==> src/rtl/mem_arbiter.sv <==
// Purpose: round-robin arbiter sharing one memory port between an IFU (read-only) and an LSU.
// Latency: 2 cycles from request handshake to resp_valid; one transaction in flight, so at most one per 3 cycles.
// Backpressure: req_ready is high only in IDLE (and never during reset); requesters hold valid/payload until ready.
//
// Ports:
//   clock, reset                      single clock, synchronous active-high reset
//   if_req_valid/ready, if_addr       IFU read request
//   if_resp_valid, if_resp_data       IFU response (data held until the next IFU response)
//   ls_req_valid/ready, ls_addr,
//   ls_wen, ls_wdata, ls_wmask        LSU read/write request
//   ls_resp_valid, ls_resp_data       LSU response (write response is an acknowledge)
//   mem_valid, mem_wen, mem_addr,
//   mem_wdata, mem_wmask, mem_rdata   memory side; mem_rdata is captured as the ISSUE cycle ends
module mem_arbiter #(
  parameter int ADDR_W = 32,
  parameter int DATA_W = 32
) (
  input  logic                clock,
  input  logic                reset,
  // IFU
  input  logic                if_req_valid,
  output logic                if_req_ready,
  input  logic [ADDR_W-1:0]   if_addr,
  output logic                if_resp_valid,
  output logic [DATA_W-1:0]   if_resp_data,
  // LSU
  input  logic                ls_req_valid,
  output logic                ls_req_ready,
  input  logic [ADDR_W-1:0]   ls_addr,
  input  logic                ls_wen,
  input  logic [DATA_W-1:0]   ls_wdata,
  input  logic [DATA_W/8-1:0] ls_wmask,
  output logic                ls_resp_valid,
  output logic [DATA_W-1:0]   ls_resp_data,
  // memory
  output logic                mem_valid,
  output logic                mem_wen,
  output logic [ADDR_W-1:0]   mem_addr,
  output logic [DATA_W-1:0]   mem_wdata,
  output logic [DATA_W/8-1:0] mem_wmask,
  input  logic [DATA_W-1:0]   mem_rdata
);

  localparam int MASK_W = DATA_W / 8;

  typedef enum logic [1:0] {
    IDLE  = 2'd0,
    ISSUE = 2'd1,
    RESP  = 2'd2
  } state_t;

  state_t              state, state_nxt;

  // Requester encoding: 0 = IFU, 1 = LSU.
  logic                last_grant;
  logic                gnt_ls;       // owner of the transaction in flight
  logic                pick_ls;      // arbitration winner if a handshake happens now
  logic                hs;           // handshake this cycle

  logic [ADDR_W-1:0]   iss_addr;
  logic                iss_wen;
  logic [DATA_W-1:0]   iss_wdata;
  logic [MASK_W-1:0]   iss_wmask;

  // Next state, ready/valid outputs
  always_comb begin
    state_nxt     = state;
    hs            = 1'b0;
    if_req_ready  = 1'b0;
    ls_req_ready  = 1'b0;
    mem_valid     = 1'b0;
    if_resp_valid = 1'b0;
    ls_resp_valid = 1'b0;
    // LSU wins when it is the only one asking, or when both ask and the IFU had the last grant.
    pick_ls       = ls_req_valid & (~if_req_valid | ~last_grant);

    case (state)
      IDLE: begin
        if (!reset && (if_req_valid || ls_req_valid)) begin
          if_req_ready = ~pick_ls;
          ls_req_ready = pick_ls;
          hs           = 1'b1;
          state_nxt    = ISSUE;
        end
      end
      ISSUE: begin
        mem_valid = ~reset;
        state_nxt = RESP;
      end
      RESP: begin
        if_resp_valid = ~reset & ~gnt_ls;
        ls_resp_valid = ~reset & gnt_ls;
        state_nxt     = IDLE;
      end
      default: state_nxt = IDLE;
    endcase
  end

  // Memory command straight from the issue registers; write enable qualified by valid.
  assign mem_addr  = iss_addr;
  assign mem_wdata = iss_wdata;
  assign mem_wmask = iss_wmask;
  assign mem_wen   = iss_wen & mem_valid;

  always_ff @(posedge clock) begin
    if (reset) begin
      state        <= IDLE;
      last_grant   <= 1'b1;          // LSU, so the IFU wins the first contention
      gnt_ls       <= 1'b0;
      iss_addr     <= '0;
      iss_wen      <= 1'b0;
      iss_wdata    <= '0;
      iss_wmask    <= '0;
      if_resp_data <= '0;
      ls_resp_data <= '0;
    end else begin
      state <= state_nxt;

      if (hs) begin
        gnt_ls     <= pick_ls;
        last_grant <= pick_ls;
        iss_addr   <= pick_ls ? ls_addr : if_addr;
        iss_wen    <= pick_ls & ls_wen;   // IFU is read-only
        iss_wdata  <= pick_ls ? ls_wdata : '0;
        iss_wmask  <= pick_ls ? ls_wmask : '0;
      end

      // Read data is captured on the ISSUE->RESP edge for reads and writes alike,
      // and only the owner's response register changes.
      if (state == ISSUE) begin
        if (gnt_ls) ls_resp_data <= mem_rdata;
        else        if_resp_data <= mem_rdata;
      end
    end
  end

endmodule

==> config.mk <==
export PLATFORM = sky130hd
export DESIGN_NAME = mem_arbiter
export DESIGN_NICKNAME = d
export VERILOG_FILES = /design/src/rtl/mem_arbiter.sv
export SDC_FILE = /design/constraint.sdc
export NUM_CORES = 1
export LEC_CHECK = 0
export CAP_MARGIN = 20
export CORE_AREA = 8 8 142 104
export CTS_BUF_LIST = sky130_fd_sc_hd__clkbuf_4 sky130_fd_sc_hd__clkbuf_8 sky130_fd_sc_hd__clkbuf_16
export DETAILED_ROUTE_END_ITERATION = 10
export DIE_AREA = 0 0 150 112
export HOLD_SLACK_MARGIN = 0.1
export PLACE_DENSITY = 0.82
export SETUP_SLACK_MARGIN = 0.5
export SYNTH_ARGS = -nofsm -noshare
export SYNTH_HDL_FRONTEND = slang
export SYNTH_SLANG_ARGS = --single-unit
export TNS_END_PERCENT = 10
==> constraint.sdc <==
create_clock -name clock -period 4.9 [get_ports clock]
set_clock_uncertainty 0.2 [all_clocks]
set_input_delay 0.49 -clock clock [delete_from_list [all_inputs] [get_ports clock]]
set_output_delay 0.49 -clock clock [all_outputs]
set_load 0.02 [all_outputs]
==> results.yml, run 1 <==
setup_path:
  timing.rr.end: "mem_addr[10]$_SDFFE_PP0P_"
  max_stage_delay_ns: 0.64
  worstReg2RegStart: "last_grant$_SDFFE_PP1P_"
  critPathRequiredTime_ns: 4.21
  arrival_ns: 2.58
  start_kind: "input port"
  cp_max_fo: 25
  critPathKind: "in -> out"
  path_cells: "clkdlybuf4s50_1, a21boi_4, nand3_1, inv_1, clkdlybuf4s50_1"
  rrSetupSlack_ns: 2.70
  crit_slowest_cell: "clkdlybuf4s50_1"
  end_kind: "output pin"
  cpMostUsedCell: "clkdlybuf4s50_1"
  ff2ff_path_depth: 4
sta:
  worst_slew_pin_slew_ns: 0.949
  drv_slew: 0
  hold_viol_final: 0
  max_freq_mhz: 306
  relSlewSlack: 0.367
  setup_tns_ns: 0
  rsz0062_at_grt: "no"
  setup_violations: 0
  min_period_ns: 3.27
  fin_crit_sh: 0.667
layout:
  drive_gt1_frac: 0.0552
  final_nets: 1030
  multi_input_area_um2: 2260
  final_area_um2: 8680
  diodes: 0
  area_delta_synth_final_pct: 63.8
  regArea_um2: 2740
  nFillCells: 1061
power:
  combPwrFrac: 0.166
  p_leak_uw: 0.00301
  power_density_nw_per_um2: 353
  ir_worst_vdd_v: 0.000253
  clkPwrFrac: 0.442
  intPower_uw: 2280
  sw_frac_of_total: 0.257
  p_sw_uw: 787
  power_frac_seq: 0.392
run:
  maxCapViolations: 0
global_routing:
  grt_pass1_wl_um: 30100
  overflow: 0
  grt_pass1_vias: 5415
  track_usage: 0.226
  grt_max_degree: 90
  antenna_found_initial: 0
floorplan:
  die_h_um: 112
  initial_core_util: 0.417
  io_pins: 275
  core-area_um2: 12700
  die_area_um2: 16800
  row_count: 35
  die_x_um: 150
drt:
  drtIter0Drc: 385
  first_pass_iters: 7
  route.detailed.drc: 0
  via_per_inst: 5.25
  antenna_left: 0
  routedWlPerCell_um: 18.4
  wirelength_um: 19700
  vias: 5632
logic_synthesis:
  synth_ff_type: "dfxtp_1"
  ys_seq_area_frac: 0.518
  yosys.area.top_type_share: 0.518
  syn_inst: 659
  async_flop_share: 0
  synth.largest_area_cell: "dfxtp_1"
  ys_warn_count: 0
  postSynthAreaPerCell_um2: 8.04
  syn_area_um2: 5300
  yosys-top-cells-area: "dfxtp_1 (52%), nand2_1 (14%), a21oi_1 (13%), a311oi_1 (5.3%), nand4_1 (4.4%)"
  synth_edf_count: 0
  post_synth_num_cell_types: 30
  synth_seq_cells: 137
  syn_nets: 796
status:
  outcome: "finished, final reports clean"
placed_design:
  place.port_buffers: 274
  globalplace.congestion: 0.806
  placed_area_um2: 8020
  dpl.hpwl_um: 13700
min_path:
  min_to: "if_resp_data[1]$_SDFFE_PP0P_"
  holdPathStages: 2
  min_path_type: "reg -> reg"
  min_from: "if_resp_data[1]$_SDFFE_PP0P_"
clocking:
  cts_buffer_depth: 2
  postCtsHoldBufs: 0
  clk_latency_ns: 0.40
  cts_resized: 0
  tritoncts: "yes"
  cts_sinks: 137
  htreeDepth: 4
  numCtsBuffers: 17
  ctsRootBufferMaster: "clkbuf_16"
  cts_setup_buffers: 0
  clkTransAtPathRegs_ns: 0.05
==> cells by family (layout without fill, tap and decap cells) <==
| group | count (synthesis) | count (layout) | synth area share |
|---|---|---|---|
| simple gates | 245 | 245 | 0.203 |
| compound gates | 207 | 207 | 0.221 |
| flops | 137 | 137 | 0.518 |
| buf+inv | 70 | 317 | 0.0581 |
==> layout make-up <==
cell class                      count  area share
Timing Repair Buffer              283       0.326
Sequential cell                   137       0.316
Multi-Input combinational cell    452       0.261
Clock buffer                       18      0.0499
Tap cell                          166      0.0239
Clock inverter                     14      0.0225
Inverter                            2    0.000865
==> cells in the final DEF, fill, tap and decap left out, drive strengths merged, types with 2 or more instances in the layout <==
| cell | count |
|---|---|
| o21ai | 38 |
| clkbuf | 18 |
| a21oi | 134 |
| nand2 | 193 |
| clkinv | 7 |
| bufinv | 4 |
| inv | 4 |
| clkdlybuf4s50 | 273 |
| buf | 10 |
| nor2 | 2 |
| nor3b | 3 |
| dfxtp | 137 |
| nand4 | 37 |
| a311oi | 32 |
==> power groups by stage <==
| stage | combinational [µW] | sequential [µW] | clock [µW] |
|---|---|---|---|
| 5_1_grt | 545 | 1210 | 1440 |
| 3_3_place_gp | 499 | 1220 | 0 |
| 2_1_floorplan | 179 | 1280 | 0 |
| 3_5_place_dp | 504 | 1230 | 0 |
| 4_1_cts | 506 | 1200 | 1380 |
| 6_report | 507 | 1200 | 1350 |
==> cells in the mapped netlist (3+ instances only) <==
library cell and number:
nand2_1 193, dfxtp_1 137, a21oi_1 134, clkbuf_1 43, nand4_1 37, o21ai_0 36, a311oi_1 32, buf_2 18
buf_4 3, clkbuf_2 3
==> worst max path at each step <==
stage	startpoint	endpoint	slack (ns)	depth (start not counted)
floorplan	reset	if_resp_valid	2.64	3
global placement	ls_req_valid	ls_req_ready	1.69	5
detailed placement	ls_req_valid	ls_req_ready	1.65	5
CTS	ls_req_valid	ls_req_ready	1.64	5
global route	ls_req_valid	ls_req_ready	1.48	5
finish	ls_req_valid	ls_req_ready	1.63	5
==> flip-flops by register name, summed over array words and instances, names as in the netlist <==
signal	cells
ls_resp_data	32
last_grant	1
if_resp_data	32
iss_wen	1
mem_wmask	4
state	2
mem_wdata	32
mem_addr	32
gnt_ls	1
==> stage by stage <==
stage / hold slack, ns / setup WS [ns] / util / total power (µW) / cells
2_1_floorplan: 0.245 / 2.64 / - / 1460 / 659
3_3_place_gp: 0.241 / 1.69 / 0.632 / 1720 / 1039
3_5_place_dp: 0.246 / 1.65 / 0.632 / 1730 / 1039
4_1_cts: 0.255 / 1.64 / 0.681 / 3080 / 1071
5_1_grt: 0.267 / 1.48 / 0.683 / 3190 / 1072
6_report: 0.251 / 1.63 / 0.683 / 3060 / 1072
==> routing by layer <==
metal | GRT usage | part of all wire | routed length (µm) | vias to the layer above
met4 | 0.0558 | 0.0071 | 139 | 0
li1 | - | - | - | 2762
met5 | 0 | 0 | 0 | -
met3 | 0.0936 | 0.11 | 2110 | 8
met2 | 0.373 | 0.49 | 9690 | 247
met1 | 0.267 | 0.39 | 7780 | 2615
==> critical path, delay by kind of cell <==
family	cells	cell delay, ns
buf+inv	3	1.31
simple gates	1	0.19
compound gates	1	0.59
Note: power is estimated with default switching activity, not from simulation.
==> run 2, diff against run 1 <==
CORE_AREA = 8 8 154 113   (was 8 8 142 104)
DIE_AREA = 0 0 162 121   (was 0 0 150 112)
PLACE_DENSITY = 0.73   (was 0.82)
clock period = 2.8 ns   (was 4.9 ns; I/O delays follow)
==> results.yml, run 2 (synthesized netlist as in run 1, its figures left out) <==
status:
  outcome: "finished, final reports clean"
min_path:
  min_from: "reset"
  min_path_type: "in -> reg"
sta:
  relSlewSlack: 0.484
  worst_slew_pin_slew_ns: 0.774
  min_period_ns: 2.45
  max_freq_mhz: 408
  setup_violations: 0
  hold_viol_final: 0
  drv_slew: 0
  fin_crit_sh: 0.876
  setup_tns_ns: 0
  rsz0062_at_grt: "yes"
global_routing:
  overflow: 0
  track_usage: 0.199
  grt_pass1_wl_um: 31200
  grt_max_degree: 70
  antenna_found_initial: 1
  grt_pass1_vias: 5442
drt:
  routedWlPerCell_um: 18.2
  antenna_left: 0
  first_pass_iters: 6
  via_per_inst: 5.03
  vias: 5603
  route.detailed.drc: 0
  drtIter0Drc: 368
  wirelength_um: 20200
placed_design:
  dpl.hpwl_um: 14000
  globalplace.congestion: 0.797
  dp_cells: 1079
  place.port_buffers: 274
run:
  maxCapViolations: 0
setup_path:
  start_kind: "register"
  arrival_ns: 1.97
  worstReg2RegStart: "state[1]$_SDFFE_PP0P_"
  critPathKind: "reg -> out"
  crit_path_start: "state[0]$_SDFFE_PP0P_"
  critPathRequiredTime_ns: 2.32
  end_kind: "output pin"
  cp_max_fo: 10
clocking:
  cts_sinks: 137
  clk_latency_ns: 0.41
  clkTransAtPathRegs_ns: 0.06
  numCtsBuffers: 17
  tritoncts: "yes"
  cts_buffer_depth: 2
  ctsRootBufferMaster: "clkbuf_16"
  htreeDepth: 4
floorplan:
  io_pins: 275
  die_x_um: 162
  initial_core_util: 0.353
  core-area_um2: 15000
  die_area_um2: 19600
  die_h_um: 121
  row_count: 38
layout:
  final_nets: 1038
  drive_gt1_frac: 0.0613
  final_common_cell: "clkdlybuf4s50_1"
  final_cells: 1115
  layout_common_cells: "clkdlybuf4s50_1 (271), nand2_1 (193), dfxtp_1 (137)"
  area_delta_synth_final_pct: 66.0
power:
  ir_worst_vdd_v: 0.000410
  intPower_uw: 4010
  sw_frac_of_total: 0.258
  power_frac_seq: 0.389
  p_leak_uw: 0.00306
  combPwrFrac: 0.167
  clkPwrFrac: 0.444
  power_density_nw_per_um2: 614
  p_sw_uw: 1400
[run 2: power by group through the flow]
stage	Combinational, µW	Clock (µW)	Sequential (µW)
2_1_floorplan	313	0	2250
3_3_place_gp	889	0	2140
3_5_place_dp	895	0	2140
4_1_cts	900	2460	2100
5_1_grt	968	2550	2110
6_report	900	2400	2100
[run 2: repair_timing]
item | in CTS | in global routing
buffers inserted | 0 | 0
hold buffers | 2 | 0
setup endpoints to repair | 6 | 8
resized for setup | 1 | 1
hold endpoints to repair | 18 | 0
[run 2: per-layer routing]
layer | share of wire | vias up | global-route usage
li1 | - | 2784 | -
met1 | 0.42 | 2555 | 0.249
met2 | 0.46 | 246 | 0.311
met3 | 0.11 | 16 | 0.0871
met4 | 0.0096 | 2 | 0.0479
met5 | 0.00040 | - | 0
[run 2: area by class of cell]
class,instances,area [µm²]
antenna,1,2.50
clock buffer,19,440
clock inverter,13,194
fill,1403,6230
inverter,2,7.51
multi-input combinational,452,2260
sequential,137,2740
tap,200,250
timing repair buffer,291,2890
[run 2: path summary, 6_finish.rpt]
path | cells after the start | slack [ns] | end
worst max-delay path | 3 | 0.35 | mem_wen
worst min-delay path | 4 | 0.13 | gnt_ls$_SDFFE_PP0P_
worst max register to register | 4 | 0.67 | mem_addr[3]$_SDFFE_PP0P_
worst min register to register | 2 | 0.25 | if_resp_data[4]$_SDFFE_PP0P_
[run 2: critical path, stage by stage, from the launching register on]
cell and delay [ns]:
dfxtp_1 0.51, nor3b_1 0.28, and2_1 0.16, clkdlybuf4s50_1 0.63
[run 2: stage by stage]
| step | cell area, µm² | util | hold slack (ns) | worst slack [ns] | power, µW |
|---|---|---|---|---|---|
| after floorplan | 5300 | - | 0.216 | 0.963 | 2560 |
| after global placement | 8110 | 0.540 | 0.241 | 0.455 | 3030 |
| after detailed placement | 8110 | 0.540 | 0.246 | 0.430 | 3040 |
| after CTS | 8760 | 0.583 | 0.123 | 0.273 | 5460 |
| after global routing | 8790 | 0.585 | 0.143 | 0.229 | 5630 |
| final | 8790 | 0.585 | 0.126 | 0.348 | 5400 |
